`config.mk`:
```
export PLATFORM = sky130hd
export DESIGN_NAME = axi_dma_wr_burst_master
export DESIGN_NICKNAME = d
export VERILOG_FILES = /design/src/rtl/axi_dma_wr_burst_master.sv
export SDC_FILE = /design/constraint.sdc
export NUM_CORES = 1
export LEC_CHECK = 0
export CAP_MARGIN = 10
export CORE_AREA = 5 5 91 156
export DETAILED_ROUTE_END_ITERATION = 16
export DIE_AREA = 0 0 96 161
export PLACE_DENSITY = 0.75
export SLEW_MARGIN = 20
export SYNTH_ARGS = -nofsm -noshare
export SYNTH_HDL_FRONTEND = slang
export SYNTH_SLANG_ARGS = --single-unit
```
`constraint.sdc`:
```
create_clock -name clk -period 13.7 [get_ports clk]
set_input_delay 2.74 -clock clk [delete_from_list [all_inputs] [get_ports clk]]
set_output_delay 2.74 -clock clk [all_outputs]
set_load 0.02 [all_outputs]
```
`src/rtl/axi_dma_wr_burst_master.sv`:
```
// -----------------------------------------------------------------------------
// axi_dma_wr_burst_master
//
// AXI3 write-burst master for the DMA access path. A command carries a start
// byte address and a total beat count. The stream of write data on in_* is
// carved into AXI3 INCR bursts of at most 16 beats that never cross a 4 KB
// page. Exactly one burst is in flight at a time (AW -> W -> B). The block
// pulses done once the last B response has been collected.
//
// Ports
//   clk, rst                 clock, synchronous active-high reset
//   cmd_valid/ready/addr/beats   command channel (beats == 0 is legal)
//   in_valid/ready/data      write data stream, passed straight through to W
//   done                     one-cycle pulse when a command completes
//   err                      sticky; set when any B response is not OKAY
//   m_aw*                    AXI3 write address channel
//   m_w*                     AXI3 write data channel (all strobes set)
//   m_b*                     AXI3 write response channel (m_bid ignored)
// -----------------------------------------------------------------------------
module axi_dma_wr_burst_master #(
  parameter int ID_WIDTH      = 1,
  parameter int DATA_WIDTH    = 32,
  parameter int ADDRESS_WIDTH = 32,
  parameter int AXI_ID        = 0,
  parameter int CNT_WIDTH     = 16
) (
  input  logic                     clk,
  input  logic                     rst,
  input  logic                     cmd_valid,
  output logic                     cmd_ready,
  input  logic [ADDRESS_WIDTH-1:0] cmd_addr,
  input  logic [CNT_WIDTH-1:0]     cmd_beats,
  input  logic                     in_valid,
  output logic                     in_ready,
  input  logic [DATA_WIDTH-1:0]    in_data,
  output logic                     done,
  output logic                     err,
  output logic                     m_awvalid,
  input  logic                     m_awready,
  output logic [ADDRESS_WIDTH-1:0] m_awaddr,
  output logic [ID_WIDTH-1:0]      m_awid,
  output logic [3:0]               m_awlen,
  output logic [2:0]               m_awsize,
  output logic [1:0]               m_awburst,
  output logic [1:0]               m_awlock,
  output logic [3:0]               m_awcache,
  output logic [2:0]               m_awprot,
  output logic                     m_wvalid,
  input  logic                     m_wready,
  output logic [DATA_WIDTH-1:0]    m_wdata,
  output logic [DATA_WIDTH/8-1:0]  m_wstrb,
  output logic                     m_wlast,
  output logic [ID_WIDTH-1:0]      m_wid,
  input  logic                     m_bvalid,
  output logic                     m_bready,
  input  logic [1:0]               m_bresp,
  input  logic [ID_WIDTH-1:0]      m_bid
);

  localparam int BYTES = DATA_WIDTH / 8;
  localparam int SIZE  = $clog2(BYTES);
  localparam logic [ADDRESS_WIDTH-1:0] ADDR_MASK = ~ADDRESS_WIDTH'(BYTES - 1);

  typedef enum logic [1:0] {S_IDLE, S_AW, S_W, S_B} state_e;

  state_e                   state_q, state_d;
  logic [ADDRESS_WIDTH-1:0] addr_q, addr_d;
  logic [CNT_WIDTH-1:0]     remaining_q, remaining_d;
  logic [3:0]               awlen_q, awlen_d;      // beats-1 of the current burst
  logic [4:0]               beat_cnt_q, beat_cnt_d; // W beats still to send
  logic                     err_q, err_d;
  logic                     done_q, done_d;

  logic [4:0]               cur_len;
  logic [ADDRESS_WIDTH-1:0] cmd_addr_aligned;
  logic [ADDRESS_WIDTH-1:0] next_addr;
  logic [CNT_WIDTH-1:0]     next_remaining;
  logic                     bid_unused;

  // Burst length: min(16, beats left, beats left before the next 4 KB page).
  // Addresses are beat-aligned, so the page distance divides exactly.
  function automatic logic [4:0] calc_len(input logic [ADDRESS_WIDTH-1:0] a,
                                          input logic [CNT_WIDTH-1:0]     rem);
    logic [12:0] bytes_left;
    logic [12:0] beats_left;
    logic [12:0] l;
    bytes_left = 13'h1000 - {1'b0, a[11:0]};
    beats_left = bytes_left >> SIZE;
    l          = 13'd16;
    if (beats_left < l) l = beats_left;
    if (rem < CNT_WIDTH'(l)) l = 13'(rem);
    return l[4:0];
  endfunction

  assign cur_len          = {1'b0, awlen_q} + 5'd1;
  assign cmd_addr_aligned = cmd_addr & ADDR_MASK;
  assign next_addr        = addr_q + (ADDRESS_WIDTH'(cur_len) << SIZE);
  assign next_remaining   = remaining_q - CNT_WIDTH'(cur_len);
  assign bid_unused       = ^m_bid;

  always_comb begin
    // NOTE: every signal written here gets a default first, so no path can
    // leave one unassigned and infer a latch.
    state_d     = state_q;
    addr_d      = addr_q;
    remaining_d = remaining_q;
    awlen_d     = awlen_q;
    beat_cnt_d  = beat_cnt_q;
    err_d       = err_q;
    done_d      = 1'b0;

    unique case (state_q)
      S_IDLE: begin
        if (cmd_valid) begin
          addr_d      = cmd_addr_aligned;
          remaining_d = cmd_beats;
          err_d       = 1'b0;
          if (cmd_beats == '0) begin
            done_d = 1'b1;
          end else begin
            awlen_d = 4'(calc_len(cmd_addr_aligned, cmd_beats) - 5'd1);
            state_d = S_AW;
          end
        end
      end
      S_AW: begin
        if (m_awready) begin
          beat_cnt_d = cur_len;
          state_d    = S_W;
        end
      end
      S_W: begin
        if (in_valid && m_wready) begin
          beat_cnt_d = beat_cnt_q - 5'd1;
          if (beat_cnt_q == 5'd1) state_d = S_B;
        end
      end
      S_B: begin
        if (m_bvalid) begin
          if (m_bresp != 2'b00) err_d = 1'b1;
          addr_d      = next_addr;
          remaining_d = next_remaining;
          if (next_remaining == '0) begin
            done_d  = 1'b1;
            state_d = S_IDLE;
          end else begin
            awlen_d = 4'(calc_len(next_addr, next_remaining) - 5'd1);
            state_d = S_AW;
          end
        end
      end
      default: state_d = S_IDLE;
    endcase
  end

  always_ff @(posedge clk) begin
    // NOTE: state registers use non-blocking assignments so every flop
    // samples the pre-edge values regardless of statement order.
    if (rst) begin
      state_q     <= S_IDLE;
      addr_q      <= '0;
      remaining_q <= '0;
      awlen_q     <= '0;
      beat_cnt_q  <= '0;
      err_q       <= 1'b0;
      done_q      <= 1'b0;
    end else begin
      state_q     <= state_d;
      addr_q      <= addr_d;
      remaining_q <= remaining_d;
      awlen_q     <= awlen_d;
      beat_cnt_q  <= beat_cnt_d;
      err_q       <= err_d;
      done_q      <= done_d;
    end
  end

  assign cmd_ready = (state_q == S_IDLE);
  assign done      = done_q;
  assign err       = err_q;

  assign m_awvalid = (state_q == S_AW);
  assign m_awaddr  = addr_q;
  assign m_awid    = ID_WIDTH'(AXI_ID);
  assign m_awlen   = awlen_q;
  assign m_awsize  = 3'(SIZE);
  assign m_awburst = 2'b01;
  assign m_awlock  = 2'b00;
  assign m_awcache = 4'b0011;
  assign m_awprot  = 3'b000;

  // W is a pure pass-through of the input stream while a burst is open.
  assign m_wvalid  = (state_q == S_W) && in_valid;
  assign in_ready  = (state_q == S_W) && m_wready;
  assign m_wdata   = in_data;
  assign m_wstrb   = '1;
  assign m_wlast   = (state_q == S_W) && (beat_cnt_q == 5'd1);
  assign m_wid     = ID_WIDTH'(AXI_ID);

  assign m_bready  = (state_q == S_B);

endmodule

```
==> results.md <==
- Commonest non-fill, non-tap cell in the layout: clkdlybuf4s50_1
- Setup CP Type: input port to register
- Post-CTS Resized: 0
- #FFs+latches synth: 59
- Number of global-route vias before repair: 4951
- Slew headroom: 38.0%
- Die Span Y: 161 um
- Post-CTS Setup Bufs: 0
- Clock Sinks: 59
- Filler Cell Count: 1259
- Share of layout cells above drive strength 1: 6.12%
- CTS tree: built
- Final Hold Vio Count: 0
- Largest net degree at the start of global routing: 60
- Maximum operating frequency: 140 MHz
- Worst setup EP type: register
- Power per cell area: 256 nW/um^2
- Slew Limit Fails: 0
- Tcrit/Tclk final: 52.1%
- Crit-path max FO: 6
- Chip Width: 96 um
- Utilization after layout: 49.8%
- Gr usage total: 19.5%
- Ys async rst share: 0%
- Port Buffer Count: between 90 and 100
- Switching Share: 49.1%
- Worst Path Arrival: 7.39 ns
- Final worst setup slack: 6.56 ns
- Worst Min Path Start: remaining_q[14]
- Skew-Pair Late Insertion Delay: 0.34 ns
- Layout Nets: 880
- Longest Clk Path Bufs: 2
- Syn Inst Count: 692
- Post-Place Worst Slack: 6.25 ns
- Post-route minimum period: 7.14 ns
- Clk pwr share: 13.1%
- Vias after detailed routing: a little over 5000
- RSZ-0062 raised after global routing: false
- Sequential share of power: between 10% and 20%
- Cell row count: 55
- Cts bufs inserted: 9
- YS warnings: 0
- WL per Instance: roughly 16 um
- Most frequent cells in the layout: clkdlybuf4s50_1 (95), nor2_1 (77), dfxtp_1 (59)
- DP Wirelength: between 10 and 15 mm
- Largest cells by area after synthesis: dfxtp_1 (22%), ha_1 (9.6%), buf_4 (7.6%)
- Layout area overhead: 19.1%
- Switching Power: 802 uW
- Post-synth top area share: 22.1%
- CTS clk-pin slew, worst paths: 0.05 ns
- Pwr Total: 1.63 mW
- Core area: roughly 13000 um^2
- Routed Wire Length: 15.2 mm
- Skew final: 0.00408 ns
- DR DRC count: 0
- IO Count: roughly 190
- # hold bufs at CTS: 0
- Endpoints failing setup: 0
- Synth cell types: 73
- First-pass iteration count of the detailed router: 4
- Critical Path Source: cmd_addr[2]
- Worst Tran Pin Value: 0.925 ns
- Overflow after GRT: 0
- Status: finished clean
- Worst VDD drop: 0.133 mV
- Vias per cell: 5.62
- Hold Crit Class: register to register
- Initial Util: 41.8%
- Critical Path Source Type: input port
- H-tree levels: 3
- CTS root buf: clkbuf_16
- Leakage: 2.52 nW
- Max-cap violation count: 0
- Synthesized area: roughly 5400 um^2
- Top FF cell, synth: dfxtp_1
- Initial antenna violation count: 0
- Syn_area_per_cell: 7.74 um^2
- Post-synth top area cell: dfxtp_1
- First-pass GRT wire length: 23.8 mm
- Internal power: 831 uW
- Setup_tns: 0 ns
- Antenna diode count: 0
- Gpl congestion: 0.901
- Initial drt markers: 289
- Combinational share of power: roughly two thirds
- Req. time, crit path: 13.95 ns
- Worst r2r src: m_awlen[0]
- Seq/Total Area, Yosys: 22.1%
- Die area: 15500 um^2
- Antenna violation net count after detailed routing: 0
- Number of synthesized flops with an enable pin: 0
- Hold Slack: 0.486 ns
kinds of logic (layout without fill, tap and decap cells):
logic type	count (synthesis)	in the layout	share of synthesized area (%)
simple gates	259	259	25.1
compound gates	167	167	22.3
buf+inv	122	150	13.4
flops	59	59	22.1
fa+ha+maj	43	43	10.3
xor+xnor	37	37	6.05
mux	3	3	0.561
other cells	2	34	0.140
worst paths after layout:
kind / end / slack, ns / cells after the start
setup / recovery: m_awlen[2] / 6.56 / 20
hold / removal: remaining_q[14] / 0.49 / 2
setup reg to reg: m_awlen[3] / 8.22 / 21
hold reg to reg: remaining_q[14] / 0.49 / 2
layer usage:
metal  GRT usage (%)  wire length, um
met1            19.7             5520
met2            34.5             7890
met3            2.98              727
met4            14.9             1030
met5               0                0
Yosys cell counts (6+ instances only):
cell type,number
xor2_1,12
a221oi_1,28
nand2_1,39
xnor2_1,25
a21oi_1,28
nor2_1,77
dfxtp_1,59
or4_1,6
nor4_1,6
a21o_1,6
nand4_1,10
inv_1,32
clkbuf_1,29
nand2b_1,6
and3_1,27
ha_1,41
o21ai_0,27
a211oi_1,15
buf_4,54
o211ai_1,7
a31oi_1,6
o21a_1,8
nand3_1,20
nor3_1,25
flip-flops by register name, summed over array words and instances (netlist names):
name and flops:
m_awaddr 30, remaining_q 16, beat_cnt_q 5, m_awlen 4
state_q 2, done 1, err 1
area by class of cell:
class                      count  area (um^2)  share of cell area [%]
tap                          171          214                    3.35
multi-input combinational    543         3580                    56.1
timing repair buffer         102         1000                    15.7
clock buffer                  12          256                    4.02
inverter                      32          120                    1.88
sequential                    59         1180                    18.5
clock inverter                 4         25.0                   0.392
critical path, stage by stage:
cell,delay (ns)
clkdlybuf4s50_1,0.59
inv_1,0.07
ha_1,0.22
nor3b_1,0.15
mux2i_1,0.16
nor3_1,0.43
nand2_1,0.14
ha_1,0.21
or3_1,0.30
or4_1,0.48
o221ai_1,0.16
o21ai_0,0.20
nor2_1,0.27
a21oi_1,0.06
o21ai_0,0.33
and3_4,0.28
inv_1,0.05
ha_1,0.20
xnor2_1,0.12
a211oi_1,0.22
per-stage QoR:
step                area [um^2]  cells
finish                     6380    923
global route               6380    923
CTS                        6380    923
detailed placement         6090    907
global placement           6090    907
floorplan                  5480    724
power by group through the flow:
stage	Clock, mW	Sequential (mW)	Combinational, mW
after floorplan	0	0.351	0.775
after global placement	0	0.326	1.08
after detailed placement	0	0.327	1.09
after CTS	0.216	0.324	1.10
after global routing	0.223	0.337	1.22
final	0.214	0.325	1.09
Power figures use the tool's default switching activity.
